<file path="src/rtl/img_lut_bank_csr_pkg.sv">
// rtl/img_lut_bank_csr_pkg.sv - shared constants and types for the LUT bank CSR block
//
// Holds the register word offsets, CTRL/STATUS field positions, the read FSM
// state type, AXI response codes and the address decode helper.
package img_lut_bank_csr_pkg;

    // Register word offsets from BASE_ADDR
    localparam logic [1:0] LUT_BANK_CTRL_CR   = 2'd0;
    localparam logic [1:0] LUT_BANK_ADDR_CR   = 2'd1;
    localparam logic [1:0] LUT_BANK_DATA_CR   = 2'd2;
    localparam logic [1:0] LUT_BANK_STATUS_CR = 2'd3;
    localparam int         LUT_BANK_CSR_CNT   = 4;

    // CTRL field positions
    localparam int CTRL_WR_MASK_LSB  = 0;
    localparam int CTRL_RD_CH_LSB    = 16;
    localparam int CTRL_RD_CH_MSB    = 18;
    localparam int CTRL_AUTO_INC_BIT = 31;

    // STATUS field positions
    localparam int STATUS_RD_BUSY_BIT = 0;
    localparam int STATUS_WR_CNT_LSB  = 16;

    typedef enum logic [1:0] {
        R_IDLE = 2'd0,
        R_WAIT = 2'd1,
        R_RESP = 2'd2
    } rd_state_e;

    localparam logic [1:0] RESP_OKAY   = 2'b00;
    localparam logic [1:0] RESP_SLVERR = 2'b10;

    // Returns {hit, word_index}. A hit needs a word-aligned byte address that
    // falls inside the register window.
    function automatic logic [2:0] csr_decode(input logic [31:0] addr, input logic [31:0] base);
        logic [31:0] off;
        off = addr - base;
        return {(off[31:2] < 30'(LUT_BANK_CSR_CNT)) && (off[1:0] == 2'b00), off[3:2]};
    endfunction

endpackage

</file>
<file path="src/rtl/axi4_lite_wr_join.sv">
// rtl/axi4_lite_wr_join.sv - joins independent AXI4-Lite AW/W beats into one write request
//
// Ports:
//   i_clk, i_rst           clock, synchronous active-high reset
//   i_aw*/o_awready        write address channel
//   i_w*/o_wready          write data channel
//   o_bvalid/o_bresp/i_bready  registered write response
//   o_req                  high for one cycle when both beats are held
//   o_req_addr/data/strb   the held beats, stable while o_req is high
//   i_req_resp             response code for the current request (sampled with o_req)
module axi4_lite_wr_join #(
    parameter int ADDR_W = 32,
    parameter int DATA_W = 32
) (
    input  logic                  i_clk,
    input  logic                  i_rst,
    input  logic [ADDR_W-1:0]     i_awaddr,
    input  logic                  i_awvalid,
    output logic                  o_awready,
    input  logic [DATA_W-1:0]     i_wdata,
    input  logic [DATA_W/8-1:0]   i_wstrb,
    input  logic                  i_wvalid,
    output logic                  o_wready,
    output logic                  o_bvalid,
    output logic [1:0]            o_bresp,
    input  logic                  i_bready,
    output logic                  o_req,
    output logic [ADDR_W-1:0]     o_req_addr,
    output logic [DATA_W-1:0]     o_req_data,
    output logic [DATA_W/8-1:0]   o_req_strb,
    input  logic [1:0]            i_req_resp
);

    logic                r_aw_held;
    logic                r_w_held;
    logic                r_bvalid;
    logic [1:0]          r_bresp;
    logic [ADDR_W-1:0]   r_awaddr;
    logic [DATA_W-1:0]   r_wdata;
    logic [DATA_W/8-1:0] r_wstrb;

    // Held flags stay set through the B phase so each ready stays low until
    // the response completes; that keeps exactly one write outstanding.
    assign o_awready  = !r_aw_held;
    assign o_wready   = !r_w_held;
    assign o_req      = r_aw_held && r_w_held && !r_bvalid;
    assign o_req_addr = r_awaddr;
    assign o_req_data = r_wdata;
    assign o_req_strb = r_wstrb;
    assign o_bvalid   = r_bvalid;
    assign o_bresp    = r_bresp;

    always_ff @(posedge i_clk) begin
        if (i_rst) begin
            r_aw_held <= 1'b0;
            r_w_held  <= 1'b0;
            r_bvalid  <= 1'b0;
            r_bresp   <= 2'b00;
            r_awaddr  <= '0;
            r_wdata   <= '0;
            r_wstrb   <= '0;
        end else begin
            if (i_awvalid && !r_aw_held) begin
                r_aw_held <= 1'b1;
                r_awaddr  <= i_awaddr;
            end
            if (i_wvalid && !r_w_held) begin
                r_w_held <= 1'b1;
                r_wdata  <= i_wdata;
                r_wstrb  <= i_wstrb;
            end
            if (o_req) begin
                r_bvalid <= 1'b1;
                r_bresp  <= i_req_resp;
            end
            if (r_bvalid && i_bready) begin
                r_bvalid  <= 1'b0;
                r_aw_held <= 1'b0;
                r_w_held  <= 1'b0;
            end
        end
    end

endmodule

</file>
<file path="src/rtl/img_lut_bank_csr.sv">
// rtl/img_lut_bank_csr.sv - AXI4-Lite CSR front-end for a bank of per-channel pixel LUTs
//
// Ports:
//   clk_i, rst_i            clock, synchronous active-high reset
//   csr_aw*/w*/b*           AXI4-Lite write channels (32-bit)
//   csr_ar*/r*              AXI4-Lite read channels (32-bit)
//   lut_wr_o                per-channel write enable pulse (from CTRL.wr_mask)
//   lut_wr_addr_o/data_o    shared write index and data
//   lut_rd_o/lut_rd_addr_o  read request pulse and index
//   lut_rd_data_i           all channels' read data, channel 0 in the LSBs,
//                           valid RD_LAT cycles after lut_rd_o
module img_lut_bank_csr
    import img_lut_bank_csr_pkg::*;
#(
    parameter logic [31:0] BASE_ADDR = 32'h0000_0000,
    parameter int          CH_CNT    = 3,
    parameter int          PX_W      = 8,
    parameter int          RD_LAT    = 2
) (
    input  logic                     clk_i,
    input  logic                     rst_i,
    input  logic [31:0]              csr_awaddr_i,
    input  logic                     csr_awvalid_i,
    output logic                     csr_awready_o,
    input  logic [31:0]              csr_wdata_i,
    input  logic [3:0]               csr_wstrb_i,
    input  logic                     csr_wvalid_i,
    output logic                     csr_wready_o,
    output logic                     csr_bvalid_o,
    output logic [1:0]               csr_bresp_o,
    input  logic                     csr_bready_i,
    input  logic [31:0]              csr_araddr_i,
    input  logic                     csr_arvalid_i,
    output logic                     csr_arready_o,
    output logic                     csr_rvalid_o,
    output logic [31:0]              csr_rdata_o,
    output logic [1:0]               csr_rresp_o,
    input  logic                     csr_rready_i,
    output logic [CH_CNT-1:0]        lut_wr_o,
    output logic [PX_W-1:0]          lut_wr_addr_o,
    output logic [PX_W-1:0]          lut_wr_data_o,
    output logic                     lut_rd_o,
    output logic [PX_W-1:0]          lut_rd_addr_o,
    input  logic [CH_CNT*PX_W-1:0]   lut_rd_data_i
);

    // ---------------------------------------------------------------- write path
    logic        w_req;
    logic [31:0] w_req_addr;
    logic [31:0] w_req_data;
    logic [3:0]  w_req_strb;
    logic [2:0]  w_wr_dec;
    logic        w_wr_hit;
    logic [1:0]  w_wr_idx;
    logic [1:0]  w_req_resp;

    logic [CH_CNT-1:0] r_wr_mask;
    logic [2:0]        r_rd_ch;
    logic              r_auto_inc;
    logic [PX_W-1:0]   r_addr;
    logic [15:0]       r_wr_cnt;
    logic              r_inc_pend;
    logic [CH_CNT-1:0] r_lut_wr;
    logic [PX_W-1:0]   r_lut_wr_addr;
    logic [PX_W-1:0]   r_lut_wr_data;
    logic [PX_W-1:0]   w_addr_next;

    axi4_lite_wr_join #(
        .ADDR_W (32),
        .DATA_W (32)
    ) u_wr_join (
        .i_clk      (clk_i),
        .i_rst      (rst_i),
        .i_awaddr   (csr_awaddr_i),
        .i_awvalid  (csr_awvalid_i),
        .o_awready  (csr_awready_o),
        .i_wdata    (csr_wdata_i),
        .i_wstrb    (csr_wstrb_i),
        .i_wvalid   (csr_wvalid_i),
        .o_wready   (csr_wready_o),
        .o_bvalid   (csr_bvalid_o),
        .o_bresp    (csr_bresp_o),
        .i_bready   (csr_bready_i),
        .o_req      (w_req),
        .o_req_addr (w_req_addr),
        .o_req_data (w_req_data),
        .o_req_strb (w_req_strb),
        .i_req_resp (w_req_resp)
    );

    assign w_wr_dec   = csr_decode(w_req_addr, BASE_ADDR);
    assign w_wr_hit   = w_wr_dec[2];
    assign w_wr_idx   = w_wr_dec[1:0];
    assign w_req_resp = w_wr_hit ? RESP_OKAY : RESP_SLVERR;

    // Byte-strobe merge for the ADDR register (index may span two bytes).
    always_comb begin
        w_addr_next = r_addr;
        for (int i = 0; i < PX_W; i++) begin
            if (w_req_strb[i / 8]) begin
                w_addr_next[i] = w_req_data[i];
            end
        end
    end

    // Data and strobe bits outside the decoded fields are ignored.
    logic w_unused;
    assign w_unused = ^{w_req_data, w_req_strb};

    always_ff @(posedge clk_i) begin
        if (rst_i) begin
            r_wr_mask     <= '0;
            r_rd_ch       <= '0;
            r_auto_inc    <= 1'b0;
            r_addr        <= '0;
            r_wr_cnt      <= '0;
            r_inc_pend    <= 1'b0;
            r_lut_wr      <= '0;
            r_lut_wr_addr <= '0;
            r_lut_wr_data <= '0;
        end else begin
            r_lut_wr   <= '0;
            r_inc_pend <= 1'b0;
            // Auto-increment lands one cycle after the LUT write pulse so the
            // pulse carries the pre-increment index.
            if (r_inc_pend) begin
                r_addr <= r_addr + 1'b1;
            end
            if (w_req && w_wr_hit) begin
                case (w_wr_idx)
                    LUT_BANK_CTRL_CR: begin
                        if (w_req_strb[0]) r_wr_mask  <= w_req_data[CTRL_WR_MASK_LSB +: CH_CNT];
                        if (w_req_strb[2]) r_rd_ch    <= w_req_data[CTRL_RD_CH_MSB:CTRL_RD_CH_LSB];
                        if (w_req_strb[3]) r_auto_inc <= w_req_data[CTRL_AUTO_INC_BIT];
                    end
                    LUT_BANK_ADDR_CR: begin
                        r_addr <= w_addr_next;
                    end
                    LUT_BANK_DATA_CR: begin
                        if (w_req_strb[0]) begin
                            r_lut_wr      <= r_wr_mask;
                            r_lut_wr_addr <= r_addr;
                            r_lut_wr_data <= w_req_data[PX_W-1:0];
                            r_wr_cnt      <= r_wr_cnt + 16'd1;
                            r_inc_pend    <= r_auto_inc;
                        end
                    end
                    default: ;
                endcase
            end
        end
    end

    assign lut_wr_o      = r_lut_wr;
    assign lut_wr_addr_o = r_lut_wr_addr;
    assign lut_wr_data_o = r_lut_wr_data;

    // ----------------------------------------------------------------- read path
    rd_state_e       r_rd_state;
    logic [2:0]      r_rd_cnt;
    logic [31:0]     r_rdata;
    logic [1:0]      r_rresp;
    logic            r_lut_rd;
    logic [PX_W-1:0] r_lut_rd_addr;
    logic [2:0]      w_ar_dec;
    logic            w_ar_hit;
    logic [1:0]      w_ar_idx;
    logic            w_rd_busy;
    logic [31:0]     w_reg_rdata;
    logic [31:0]     w_lut_slice;

    assign w_ar_dec  = csr_decode(csr_araddr_i, BASE_ADDR);
    assign w_ar_hit  = w_ar_dec[2];
    assign w_ar_idx  = w_ar_dec[1:0];
    assign w_rd_busy = (r_rd_state == R_WAIT);

    always_comb begin
        w_reg_rdata = '0;
        case (w_ar_idx)
            LUT_BANK_CTRL_CR: begin
                w_reg_rdata[CTRL_WR_MASK_LSB +: CH_CNT]            = r_wr_mask;
                w_reg_rdata[CTRL_RD_CH_MSB:CTRL_RD_CH_LSB]          = r_rd_ch;
                w_reg_rdata[CTRL_AUTO_INC_BIT]                      = r_auto_inc;
            end
            LUT_BANK_ADDR_CR: begin
                w_reg_rdata[PX_W-1:0] = r_addr;
            end
            LUT_BANK_STATUS_CR: begin
                w_reg_rdata[STATUS_WR_CNT_LSB +: 16] = r_wr_cnt;
                w_reg_rdata[STATUS_RD_BUSY_BIT]      = w_rd_busy;
            end
            default: ;
        endcase
    end

    // Channel select; rd_ch values with no channel behind them read as zero.
    always_comb begin
        w_lut_slice = '0;
        for (int c = 0; c < CH_CNT; c++) begin
            if (r_rd_ch == 3'(c)) begin
                w_lut_slice[PX_W-1:0] = lut_rd_data_i[c*PX_W +: PX_W];
            end
        end
    end

    always_ff @(posedge clk_i) begin
        if (rst_i) begin
            r_rd_state    <= R_IDLE;
            r_rd_cnt      <= '0;
            r_rdata       <= '0;
            r_rresp       <= RESP_OKAY;
            r_lut_rd      <= 1'b0;
            r_lut_rd_addr <= '0;
        end else begin
            r_lut_rd <= 1'b0;
            case (r_rd_state)
                R_IDLE: begin
                    if (csr_arvalid_i) begin
                        if (!w_ar_hit) begin
                            r_rdata    <= '0;
                            r_rresp    <= RESP_SLVERR;
                            r_rd_state <= R_RESP;
                        end else if (w_ar_idx == LUT_BANK_DATA_CR) begin
                            // Index is captured here so a later auto-increment
                            // cannot move an in-flight readback.
                            r_lut_rd      <= 1'b1;
                            r_lut_rd_addr <= r_addr;
                            r_rd_cnt      <= '0;
                            r_rresp       <= RESP_OKAY;
                            r_rd_state    <= R_WAIT;
                        end else begin
                            r_rdata    <= w_reg_rdata;
                            r_rresp    <= RESP_OKAY;
                            r_rd_state <= R_RESP;
                        end
                    end
                end
                R_WAIT: begin
                    // First R_WAIT cycle is the lut_rd_o cycle; data is valid
                    // RD_LAT cycles later.
                    if (r_rd_cnt == 3'(RD_LAT)) begin
                        r_rdata    <= w_lut_slice;
                        r_rd_state <= R_RESP;
                    end else begin
                        r_rd_cnt <= r_rd_cnt + 3'd1;
                    end
                end
                R_RESP: begin
                    if (csr_rready_i) begin
                        r_rd_state <= R_IDLE;
                    end
                end
                default: r_rd_state <= R_IDLE;
            endcase
        end
    end

    assign csr_arready_o = (r_rd_state == R_IDLE);
    assign csr_rvalid_o  = (r_rd_state == R_RESP);
    assign csr_rdata_o   = r_rdata;
    assign csr_rresp_o   = r_rresp;
    assign lut_rd_o      = r_lut_rd;
    assign lut_rd_addr_o = r_lut_rd_addr;

endmodule

</file>
<file path="config.mk">
export PLATFORM = sky130hd
export DESIGN_NAME = img_lut_bank_csr
export DESIGN_NICKNAME = d
export VERILOG_FILES = /design/src/rtl/img_lut_bank_csr_pkg.sv /design/src/rtl/axi4_lite_wr_join.sv /design/src/rtl/img_lut_bank_csr.sv
export SDC_FILE = /design/constraint.sdc
export NUM_CORES = 1
export LEC_CHECK = 0
export BUFFER_PORTS_ARGS = -buffer_cell sky130_fd_sc_hd__buf_2
export CAP_MARGIN = 20
export CORE_MARGIN = 5
export CORE_UTILIZATION = 45
export CTS_CLUSTER_DIAMETER = 40
export DETAILED_ROUTE_END_ITERATION = 6
export PLACE_DENSITY = 0.84
export SYNTH_ARGS = -nofsm -noshare
export SYNTH_HDL_FRONTEND = slang
export SYNTH_SLANG_ARGS = --single-unit
</file>
<file path="constraint.sdc">
create_clock -name clk_i -period 2.4 [get_ports clk_i]
set_input_delay 0.48 -clock clk_i [delete_from_list [all_inputs] [get_ports clk_i]]
set_output_delay 0.48 -clock clk_i [all_outputs]
set_load 0.02 [all_outputs]
</file>
# Yosys cells after proc, flatten, opt, wreduce, memory -nomap -nowiden

Cells that the tools add are included.

Add/subtract/negate cells: 3
$lt $le $gt $ge: 2
Equal/unequal tests: 18
Muxes and demuxes: 39
Bitwise operators: 6
Reduce and logical (&&, ||, !) cells: 30

Operators by type and width:

| cell                                                | number |
|---|---|
| two-way mux 32 bit                                  | 4 |
| one-hot mux 32 bit (2 select lines)                 | 1 |
| < comparator 30 x 3 -> 1 bit, second input constant | 2 |
| two-way mux 8 bit                                   | 6 |
| adder 16 x 1 -> 16 bit, second input constant       | 1 |
| AND reduction 3 bit                                 | 5 |
| two-way mux 2 bit                                   | 7 |
| two-way mux 12 bit                                  | 1 |
| two-way mux 3 bit                                   | 4 |
| one-hot mux 3 bit (2 select lines)                  | 2 |
| zero test 2 bit                                     | 5 |
| two-way mux 1 bit                                   | 9 |
| adder 8 x 1 -> 8 bit, second input constant         | 1 |
| equality test 2 bit, second input constant          | 4 |
| logical AND 1 bit                                   | 8 |
| != test 2 x 1 -> 1 bit, second input constant       | 4 |
| AND reduction 4 bit                                 | 2 |
| OR reduction 4 bit                                  | 2 |
| equality test 2 x 1 -> 1 bit, second input constant | 3 |
| equality test 3 x 2 -> 1 bit, second input constant | 2 |
| inverter 1 bit                                      | 6 |
| one-hot mux 2 bit (3 select lines)                  | 1 |
| two-way mux 5 bit                                   | 1 |
| AND reduction 5 bit                                 | 1 |
| 12 further kinds                                    | 16 |

Register bits after elaboration: 172
Input port bits: 131
Output and inout bits: 69

# Depth between registers and ports, before layout

Gate-level depths: netlist of run 1.

Depth in word-level cells: 6
Gate-level depth with buffers: 8
Gate-level depth less buffers: 7

# Cells and area by module

Synthesis of run 1 repeated with hierarchy kept, for this count alone.

Cells, all modules: 838
Area, all modules: 7075.5 um^2

By module, submodules not included:

| module            | times used | cells each | area an instance (um^2) | seq. area each (um^2) |
|---|---|---|---|---|
| img_lut_bank_csr  | 1          | 521        | 4456.8                  | 1801.7 |
| axi4_lite_wr_join | 1          | 317        | 2618.8                  | 1461.4 |

# Worst setup path after synthesis of run 1

OpenSTA, ideal clock, no wires.

Kind: register to register
Start: reg u_wr_join.r_awaddr[9], in the netlist u_wr_join.o_req_addr[9]
End: reg r_wr_cnt[11]
Arrival: 2301 ps
Data required time: 2330 ps
Slack: 29 ps
Cell stages (with the launch flop): 6
Buffers on the path: 0
Period minus slack after synthesis: 2371 ps
Cell sequence: dfxtp_1 > or4_4 > or3_4 > or4_4 > or4_1 > a21oi_1

Longest elaborated chain between the ends: 4

RTL lines:

| element                       | line                       | RTL |
|---|---|---|
| start: declaration            | axi4_lite_wr_join.sv:38    | `logic [ADDR_W-1:0] r_awaddr;` |
| start signal: assignment      | axi4_lite_wr_join.sv:65    | `r_awaddr <= i_awaddr;` |
| < comparator 30 x 3 -> 1 bit  | img_lut_bank_csr_pkg.sv:38 | `return {(off[31:2] < 30'(LUT_BANK_CSR_CNT)) && (off[1:0] == 2'b00), off[3:2]};` |
| logical AND 1 bit             | img_lut_bank_csr_pkg.sv:38 |  |
| logical AND 1 bit             | img_lut_bank_csr.sv:129    | `if (w_req && w_wr_hit) begin` |
| AND reduction 3 bit (no line) | -                          |  |
| end signal: assignment        | img_lut_bank_csr.sv:144    | `r_wr_cnt <= r_wr_cnt + 16'd1;` |
| end: declaration              | img_lut_bank_csr.sv:61     | `logic [15:0] r_wr_cnt;` |

No other way between the ends.
A chain may end at the register's enable or synchronous reset.

# Worst setup path in the final report of run 1

Ends and elaborated chain as after synthesis.

==> impl_results.md, run 1 <==
* Status: finished clean
* Post-Synth XOR/XNOR Area at 0.00280
* Clock latency on the worst-skew pair at roughly 0.42 ns
* Max Root-Sink Buffers at 2
* ANT nets after route at 0
* GR Util met1 at 0.268
* Max-Cap Viols at 0
* Critical path class: register to register
* Height of the chip at 128 um
* Final GP Congestion at approximately 0.84
* Unrepaired setup endpoints after global routing: false
* Pin count of the biggest net entering global routing at 74
* Drt drc at 0
* Worst slack at placement at -0.00295 ns
* CP Data Arrival Time at approximately 2.7 ns
* Iter 0 DRT Violations at 470
* Peak supply drop at roughly 0.41 mV
* Cell variety after synth at 59
* Synth Area in Compound Gates at 0.168
* Synth top area cells: dfxtp_1 45%, nand2_1 9.4%, a21oi_1 8.2%
* Routed wire length at between 15,000 and 20,000 um
* M3 GR Usage at 0.0450
* Mapped Avg Cell Area at approximately 8.3 um2
* Multi-input gate area at 0.00317 mm2
* I/O Buffers at approximately 170
* Adder-cell share of the synthesized area at 0.0160
* Clk_skew at 0.00786 ns
* DIE AREA at between 0.015 and 0.02 mm2
* Worst path max stage delay at 0.53 ns
* Clk sinks at ~140
* Largest fanout on the critical path at 3
* Top cell type's share of synthesized area at 0.451
* H-tree lvl count at 4
* Final setup fails at 0
* Core box area at 0.0138 mm2
* Synthesized cell area at 0.00625 mm2
* NumNets Final at ~1.1k
* Hold Vio Cnt, Final at 0
* Vias/cell at ~5.4
* Net switching power figure at approximately 0.0013 W
* GRT busiest layer: met2
* Main combinational cell family by area after synthesis: simple AND/OR/NAND/NOR gates
* F_max at 429 MHz
* Worst-margin pin slew at between 0.6 and 0.7 ns
* Reg power frac at 0.447
* CP Capture Type: register
* Number of synthesis warnings at 0
* Dpl cells at approximately 1.1k
* Die X-Extent at around 130 um
* Via count at roughly 6k
* Power share of the clock group at 0.465
* Most used cell, CP: or4_4
* Slowest stage cell, crit path: or4_4
* P_leak at ~3.3 nW
* Mux cell area share after synthesis at 0.0434
* Top cell type by total area after synthesis: dfxtp_1
* List of most frequent post-synthesis cells: 157 x nand2_1, 141 x dfxtp_1, 102 x a21oi_1, 50 x nor2_1, 34 x clkbuf_1
* CP Launch Type: register
* Fraction of registers with async set/reset at 0
* Final worst slack at 0.0663 ns
* Layout area overhead at 27.9%
* Req. time, crit path at around 2.8 ns
* Filler instances at around 1.3k
* Rows at 43
* Combinational share of power at 0.088
* Pwr Total at around 0.0055 W
* Final Max Tran Viols at 0
* Sw frac at 0.241
* Total CTS buffers at 17
* Root Buffer: clkbuf_16
* Count leader, synth: nand2_1
* TritonCTS clock tree: built
* # diodes at 0
* Headroom to the max-slew limit at 0.544
* Pwr/cell area at just under 700 mW/mm2
* Post-synth EDFFs at 0
* Post-DP HPWL at 12,600 um
* Starting Density at 0.454
* Hold bufs inserted after CTS at 0
* Initial antenna violation count at 0
* Non-Filler Instances at roughly 1.1k
* Post-synthesis sequential area ratio at 0.451
* Hold Path Class: input port to register
* Met2 usage at 0.329
* Synth Area in Simple Gates at 0.263
* IO Pins at 200
* Fin crit share at 0.972
* Worst-path cell chain: or4_4 -> or3_4 -> or4_4 -> or4_1 -> a21oi_1
* Layout cell share with drive strength beyond 1 at 0.277
* Total Routing Usage GR at 0.204
* Dominant synthesized flop cell: dfxtp_1
* First-pass GRT wire length at 27,200 um
* Congestion Overflow GR at 0
* WL/cell at between 15 and 20 um
* Yosys reg bits at 141
* Pre-antenna DRT Iters at 5
* Storage element area at 0.00282 mm2
* Worst-path clk slew at ~0.060 ns
* Gate Count Post-Synth at around 750
* Vias in the first global route at 5,710
* Internal power at ~0.0042 W
* Minimum clock period at about 2.3 ns
## power groups by stage
stage | combinational, W | sequential (W) | clock [W]
after detailed placement | 0.000475 | 0.00250 | 0
after CTS | 0.000477 | 0.00245 | 0.00259
after global routing | 0.000539 | 0.00246 | 0.00270
final | 0.000484 | 0.00246 | 0.00255
after floorplan | 0.000280 | 0.00250 | 0
after global placement | 0.000467 | 0.00250 | 0
## sequential cells by signal (all words and copies together) (netlist names), 2 cells and up
name,count
u_wr_join.o_req_strb,3
r_addr,8
lut_wr_data_o,8
lut_wr_o,3
r_rd_state,2
u_wr_join.o_req_data,12
r_wr_mask,3
r_wr_cnt,16
lut_wr_addr_o,8
csr_rdata_o,24
lut_rd_addr_o,8
r_rd_ch,3
r_rd_cnt,3
u_wr_join.o_req_addr,32
## kinds of logic after synthesis
kind of cell | Yosys count
buffers and inverters | 68
DFF | 141
other | 1
and+or+nand+nor | 337
adders and majority gates | 8
xor gates and xnor gates | 2
muxes | 27
AOI/OAI and AO/OA | 170
## path summary, 6_finish.rpt
| path | from | end | slack (ns) | cells past startpoint |
|---|---|---|---|---|
| max | u_wr_join.o_req_addr[9] | r_wr_cnt[11] | 0.07 | 5 |
| min reg2reg | lut_wr_data_o[4] | lut_wr_data_o[4] | 0.45 | 2 |
| max reg2reg | u_wr_join.o_req_addr[9] | r_wr_cnt[11] | 0.07 | 5 |
| min | csr_wvalid_i | u_wr_join.r_w_held | 0.28 | 2 |
## stage by stage
| stage | hold slack [ns] | TNS (ns) | util | area, um2 |
|---|---|---|---|---|
| final | 0.282 | 0 | 0.580 | 8000 |
| after global routing | 0.278 | 0 | 0.580 | 8000 |
| after CTS | 0.268 | 0 | 0.577 | 7940 |
| after detailed placement | 0.444 | -0.00453 | 0.534 | 7350 |
| after global placement | 0.437 | 0 | 0.534 | 7350 |
| after floorplan | 0.436 | 0 | - | 6290 |
## final cells by class
class / instances / area share
clock buffer: 19 / 0.0554
timing repair buffer: 207 / 0.144
sequential: 141 / 0.353
clock inverter: 13 / 0.0177
multi-input combinational: 554 / 0.396
tap: 180 / 0.0282
inverter: 12 / 0.00563
## per-layer routing
metal  vias to the layer above  wire (um)
met5                         -          0
met4                         0        295
met3                        27       1190
met2                       225       7950
met1                      2778       7510
li1                       3013          -
## worst max-delay path, delay by kind of cell, from the launching register on
family           cells  cell delay [ns]
AND/OR/NAND/NOR      4             1.81
flip-flops           1             0.33
AO/OA/AOI/OAI        1             0.12
## cell usage in the layout, fill, tap and decap left out, types with 7 or more instances in the layout
cell type / instances
buf_2: 167
nand2_1: 157
dfxtp_1: 140
a21oi_1: 102
nor2_1: 50
buf_4: 39
mux2i_1: 26
nand3_1: 23
a22o_1: 19
clkbuf_16: 17
nor4_1: 15
inv_1: 12
nand4_1: 12
conb_1: 10
or4_1: 9
nor3_1: 9
nor3b_1: 9
a2bb2oi_1: 8
a221oi_1: 8
ha_1: 8
nor4_2: 7
o21ai_0: 7
or3_1: 7
## repair_timing
action | 4_1_cts | 5_1_grt
pin swaps | 1 | 5
setup endpoints to repair | 2 | 14
resized for setup | 1 | 7
buffers inserted | 0 | 2
Power figures use the tool's default switching activity.
==> inputs of run 2 (changes only) <==
GPL_TIMING_DRIVEN = 0   (was not set)
==> impl_results.md, run 2 (same netlist as run 1, synthesis figures left out) <==
* Status: finished clean
* CP Launch Type: register
* IO Pins at 200 (unchanged)
* Fin crit share at 0.985 (+0.0126)
* Rows at 43 (unchanged)
* Pin count of the biggest net entering global routing at 17 (-77%)
* Worst path max stage delay at 0.55 ns (+0.02 ns)
* Hold Vio Cnt, Final at 0 (unchanged)
* Unrepaired setup endpoints after global routing: true
* Via count at 6,365 (+5.3%)
* CP Data Arrival Time at 2.72 ns (+0.04 ns)
* Worst-path clk slew at 0.06 ns (about the same)
* Hold Path Class: input port to register
* Finished Cell Area at 0.00825 mm2 (+3.2%)
* Clock latency on the worst-skew pair at 0.42 ns (about the same)
* Layout area overhead at 31.9%
* Starting Density at 0.454 (unchanged)
* Max reg flops at 32 (unchanged)
* Height of the chip at 128 um (unchanged)
* WL/cell at 16.4 um (+9.2%)
* Final GP Congestion at 0.878 (+5.1%)
* Layout cell share with drive strength beyond 1 at 0.271 (-0.00599)
* Die X-Extent at 128 um (unchanged)
* Post-DP HPWL at 13,800 um (+9.2%)
* Slowest stage cell, crit path: or4_1
* Headroom to the max-slew limit at 0.417 (-0.127)
* P_leak at 3.34 nW (+2.4%)
* Peak supply drop at 0.484 mV (+17%)
* Filler instances at 1,182 (-6.6%)
* TritonCTS clock tree: built
* Total CTS buffers at 17 (unchanged)
* I/O Buffers at 167 (-0.60%)
* Final Util at 0.599 (+0.0185)
* Clk sinks at 141 (unchanged)
* Commonest non-fill, non-tap cells in the layout: 168 x buf_2, 156 x nand2_1, 140 x dfxtp_1
* Clk_skew at 0.00815 ns (+0.000288 ns)
* Req. time, crit path at 2.76 ns (about the same)
* Placed cell area at 0.00735 mm2 (about the same)
* Largest fanout on the critical path at 10 (+7)
* Minimum clock period at 2.36 ns (+0.0303 ns)
* Routed wire length at 19,000 um (+12%)
* Worst-path cell chain: nor4_4 -> nand4_2 -> buf_6 -> or4_1 -> buf_6 -> or4_1 -> a21oi_1
* NumNets Final at 1,104 (+3.0%)
* F_max at 423 MHz (-1.3%)
* First-pass GRT wire length at 29,200 um (+7.3%)
* ANT nets after route at 0 (unchanged)
* # diodes at 0 (unchanged)
* Worst-margin pin slew at 0.875 ns (+0.194 ns)
* Hold bufs inserted after CTS at 0 (unchanged)
* Pre-antenna DRT Iters at 5 (unchanged)
* Crit-path leading delay family: simple AND/OR/NAND/NOR gates
* Root Buffer: clkbuf_16
* Total Routing Usage GR at 0.223 (+0.0196)
* Buf/Inv on CP at 2 (+2)
* Pwr/cell area at 699 mW/mm2 (+1.7%)
* CP Capture Type: register
* Commonest non-fill, non-tap cell in the layout: buf_2
* H-tree lvl count at 4 (unchanged)
* DIE AREA at 0.0164 mm2 (unchanged)
* Drt drc at 0 (unchanged)
* Congestion Overflow GR at 0 (unchanged)
* Max Root-Sink Buffers at 2 (unchanged)
* Initial antenna violation count at 0 (unchanged)
* Final Max Tran Viols at 0 (unchanged)
* Vias in the first global route at 6,030 (+5.6%)
* Critical path class: register to register
* Iter 0 DRT Violations at 509 (+8.3%)
* Max-Cap Viols at 0 (unchanged)
* Final setup fails at 0 (unchanged)
* Vias/cell at 5.50 (+2.4%)
* Core box area at 0.0138 mm2 (unchanged)
-- run 2: area by class of cell --
type	count	area (um2)	area share
inverter	12	45.0	0.00546
sequential	141	2820	0.342
multi-input combinational	554	3270	0.396
tap	180	225	0.0273
timing repair buffer	183	963	0.117
clock inverter	14	179	0.0217
clock buffer	18	439	0.0532
buffer	56	305	0.0370
-- run 2: what timing repair did --
action                                 CTS  global route
buffers inserted                         7             9
pin swaps                                8             8
gates resized for setup                 10            21
setup endpoints to repair               31            41
endpoints found under the hold margin    0             0
-- run 2: worst paths after layout --
path	start	to	slack, ns	cells past startpoint
setup / recovery	u_wr_join.o_req_addr[14]	r_wr_cnt[7]	0.04	7
hold / removal	csr_awvalid_i	u_wr_join.r_aw_held	0.28	2
setup reg to reg	u_wr_join.o_req_addr[14]	r_wr_cnt[7]	0.04	7
hold reg to reg	lut_wr_data_o[4]	lut_wr_data_o[4]	0.45	2
-- run 2: worst reg2reg max path, stage by stage, from the launching register on --
cell	delay [ns]
dfxtp_1	0.33
nor4_4	0.33
nand4_2	0.14
buf_6	0.16
or4_1	0.55
buf_6	0.17
or4_1	0.47
a21oi_1	0.14
-- run 2: layer usage --
| layer | up-vias | track usage | wire [um] |
|---|---|---|---|
| met2 | 313 | 0.365 | 9010 |
| met4 | 0 | 0.103 | 542 |
| met1 | 2911 | 0.274 | 7780 |
| met5 | - | 0 | 0 |
| li1 | 3089 | - | - |
| met3 | 52 | 0.0613 | 1690 |
-- run 2: through the flow --
| step | std cells | TNS [ns] | total power (W) | hold slack, ns | worst slack, ns |
|---|---|---|---|---|---|
| after CTS | 1149 | 0 | 0.00573 | 0.264 | 0.0240 |
| after global placement | 1110 | -9.49 | 0.00297 | 0.437 | -0.424 |
| final | 1158 | 0 | 0.00577 | 0.277 | 0.0360 |
| after global routing | 1158 | -0.203 | 0.00594 | 0.275 | -0.0767 |
| after floorplan | 763 | 0 | 0.00278 | 0.436 | 0.0286 |
| after detailed placement | 1110 | -11.09 | 0.00298 | 0.441 | -0.466 |
-- run 2: where the power goes --
part	leakage, nW	internal [W]	switching, W	total (W)
logic	1.90	0.000232	0.000319	0.000551
registers	1.15	0.00240	0.0000593	0.00246
clock network	0.295	0.00168	0.00107	0.00275
==> inputs of run 3 (changes only) <==
BUFFER_PORTS_ARGS = not set   (was -buffer_cell sky130_fd_sc_hd__buf_2)
DONT_BUFFER_PORTS = 1   (was not set)
PLACE_DENSITY = 0.71   (was 0.84)
==> impl_results.md, run 3 (same netlist as run 1, synthesis figures left out) <==
* Reg power frac at 0.461 (+0.034)
* Largest fanout on the critical path at 3 (-7)
* Filler instances at 1,317 (+11%)
* Hold path depth at 1 (-1)
* H-tree lvl count at 4 (unchanged)
* Status: finished with violations
* Max-Cap Viols at 0 (unchanged)
* Root Buffer: clkbuf_16
* Max reg flops at 32 (unchanged)
* Failing checks: setup timing
* Reg2reg start: u_wr_join.o_req_addr[9]
* Final Max Tran Viols at 0 (unchanged)
* Hold WS at 0.166 ns (-0.111 ns)
* Max Root-Sink Buffers at 2 (unchanged)
* Vias/cell at 5.66 (+3.0%)
* Layout cell share with drive strength beyond 1 at 0.112 (-0.159)
* ANT nets after route at 0 (unchanged)
* Total CTS buffers at 17 (unchanged)
* Power share of the clock group at 0.466 (-0.011)
* Minimum clock period at 2.40 ns (+0.0377 ns)
* NumNets Final at 929 (-16%)
* Clk sinks at 141 (unchanged)
* # diodes at 0 (unchanged)
* Fin crit share at 1.00 (+0.0157)
* Via count at 5,566 (-13%)
* WL/cell at 17.8 um (+8.3%)
* Total Routing Usage GR at 0.210 (-0.0132)
* CP Data Arrival Time at 2.76 ns (+0.04 ns)
* Clock latency on the worst-skew pair at 0.42 ns (about the same)
* Critical path class: register to register
* Worst-path clk slew at 0.06 ns (about the same)
* Headroom to the max-slew limit at 0.413 (-0.00393)
* First-pass GRT wire length at 27,100 um (-7.1%)
* Unrepaired setup endpoints after global routing: true
* Reg-to-Reg End: r_wr_cnt[11]
* Congestion Overflow GR at 0 (unchanged)
* Initial antenna violation count at 0 (unchanged)
* Height of the chip at 128 um (unchanged)
* Starting Density at 0.454 (unchanged)
* Core box area at 0.0138 mm2 (unchanged)
* Net switching power figure at 0.00136 W (-6.3%)
* Final worst slack at -0.00173 ns (-0.0377 ns)
* Storage element area at 0.00282 mm2 (unchanged)
* Iter 0 DRT Violations at 536 (+5.3%)
* Pin count of the biggest net entering global routing at 17 (unchanged)
* Req. time, crit path at 2.75 ns (about the same)
* Multi-input gate area at 0.00326 mm2 (-0.19%)
* CP Launch Type: register
* Register-to-register setup slack at -0.002 ns (-0.04 ns)
* Internal power at 0.00403 W (-6.7%)
* IO Pins at 200 (unchanged)
* Sw frac at 0.252 (+0.000774)
* Non-Filler Instances at 983 (-15%)
* Dpl cells at 943 (-15%)
* I/O Buffers at 0 (-100%)
* R2R cell count at 5 (-2)
* Final setup fails at 1 (+1)
* Pre-antenna DRT Iters at 5 (unchanged)
* Clk_skew at 0.00663 ns (-0.00152 ns)
* TritonCTS clock tree: built
* Post-DP HPWL at 13,000 um (-5.3%)
* Commonest non-fill, non-tap cells in the layout: 157 x nand2_1, 140 x dfxtp_1, 102 x a21oi_1
* P_leak at 2.53 nW (-24%)
* Hold Path Class: input port to register
* Drt drc at 0 (unchanged)
* DIE AREA at 0.0164 mm2 (unchanged)
* Layout area overhead at 16.7%
* Hold path endpoint: u_wr_join.r_w_held
* Combinational share of power at 0.073 (-0.023)
* Hold Vio Cnt, Final at 0 (unchanged)
* Worst-margin pin slew at 0.880 ns (+0.00590 ns)
* Peak supply drop at 0.686 mV (+42%)
* Pwr/cell area at 738 mW/mm2 (+5.6%)
* Final GP Congestion at 0.855 (-2.6%)
* Worst slack at placement at -0.464 ns (+0.00148 ns)
* Commonest non-fill, non-tap cell in the layout: nand2_1
* CP Capture Type: register
* Routed wire length at 17,500 um (-8.1%)
* Vias in the first global route at 5,119 (-15%)
* Worst Min Path Start: csr_wvalid_i
* Rows at 43 (unchanged)
* Die X-Extent at 128 um (unchanged)
* F_max at 416 MHz (-1.6%)
* Final Util at 0.530 (-0.0690)
==> run 3: cell types whose count changed in the layout (fill, tap and decap cells not counted), sizes merged <==
| cell | change |
|---|---|
| inv | -3 |
| bufinv | -2 |
| clkinvlp | +1 |
| clkinv | +3 |
| buf | -174 |
==> run 3: layout make-up <==
type                    instances  area share
inverters                      12     0.00617
plain buffers                  55      0.0415
flip-flops and latches        141       0.387
clock buffers                  19      0.0621
multi-input cells             554       0.447
clock inverters                13      0.0158
repair buffers                  9     0.00977
well taps                     180      0.0309
==> run 3: power by group through the flow <==
stage | combinational, W | clock [W] | sequential (W)
after floorplan | 0.000280 | 0 | 0.00250
after global placement | 0.000350 | 0 | 0.00252
after detailed placement | 0.000355 | 0 | 0.00252
after CTS | 0.000377 | 0.00254 | 0.00248
after global routing | 0.000435 | 0.00266 | 0.00249
final | 0.000391 | 0.00251 | 0.00248
==> run 3: worst max-delay path by stage <==
| stage | startpoint | endpoint | slack [ns] |
|---|---|---|---|
| 3_3_place_gp | u_wr_join.o_req_addr[16] | lut_wr_addr_o[3] | -0.46 |
| 2_1_floorplan | u_wr_join.o_req_addr[9] | r_wr_cnt[11] | 0.03 |
| 4_1_cts | u_wr_join.o_req_addr[9] | r_wr_cnt[13] | -0.08 |
| 3_5_place_dp | u_wr_join.o_req_addr[19] | lut_wr_data_o[7] | -0.46 |
| 6_report | u_wr_join.o_req_addr[9] | r_wr_cnt[11] | -0.002 |
| 5_1_grt | r_wr_cnt[3] | r_wr_cnt[15] | -0.05 |
==> run 3: critical path, cell delays in order (launching register included) <==
cell and delay (ns):
dfxtp_2 0.33, or4_4 0.55, or3_4 0.37, or4_4 0.44, or4_1 0.51, a21oi_1 0.14
==> run 3: layer usage <==
metal  global-route usage  part of all wire  up-vias
li1                     -                 -     2734
met1                0.272              0.43     2582
met2                0.327              0.46      233
met3               0.0821             0.096       17
met4               0.0587             0.016        0
met5                    0                 0        -
==> run 3: repair_timing <==
| item | 4_1_cts | 5_1_grt |
|---|---|---|
| setup buffers | 2 | 7 |
| hold buffers | 0 | 0 |
| gates resized for setup | 10 | 20 |
| pin swaps | 2 | 10 |
| endpoints found under the setup margin | 31 | 34 |
==> run 3: stage by stage <==
| stage | cell area (um2) | TNS (ns) | total power [W] |
|---|---|---|---|
| 6_report | 7300 | -0.00173 | 0.00539 |
| 5_1_grt | 7300 | -0.140 | 0.00559 |
| 4_1_cts | 7160 | -0.228 | 0.00540 |
| 3_5_place_dp | 6510 | -11.28 | 0.00288 |
| 3_3_place_gp | 6510 | -11.12 | 0.00287 |
| 2_1_floorplan | 6290 | 0 | 0.00278 |
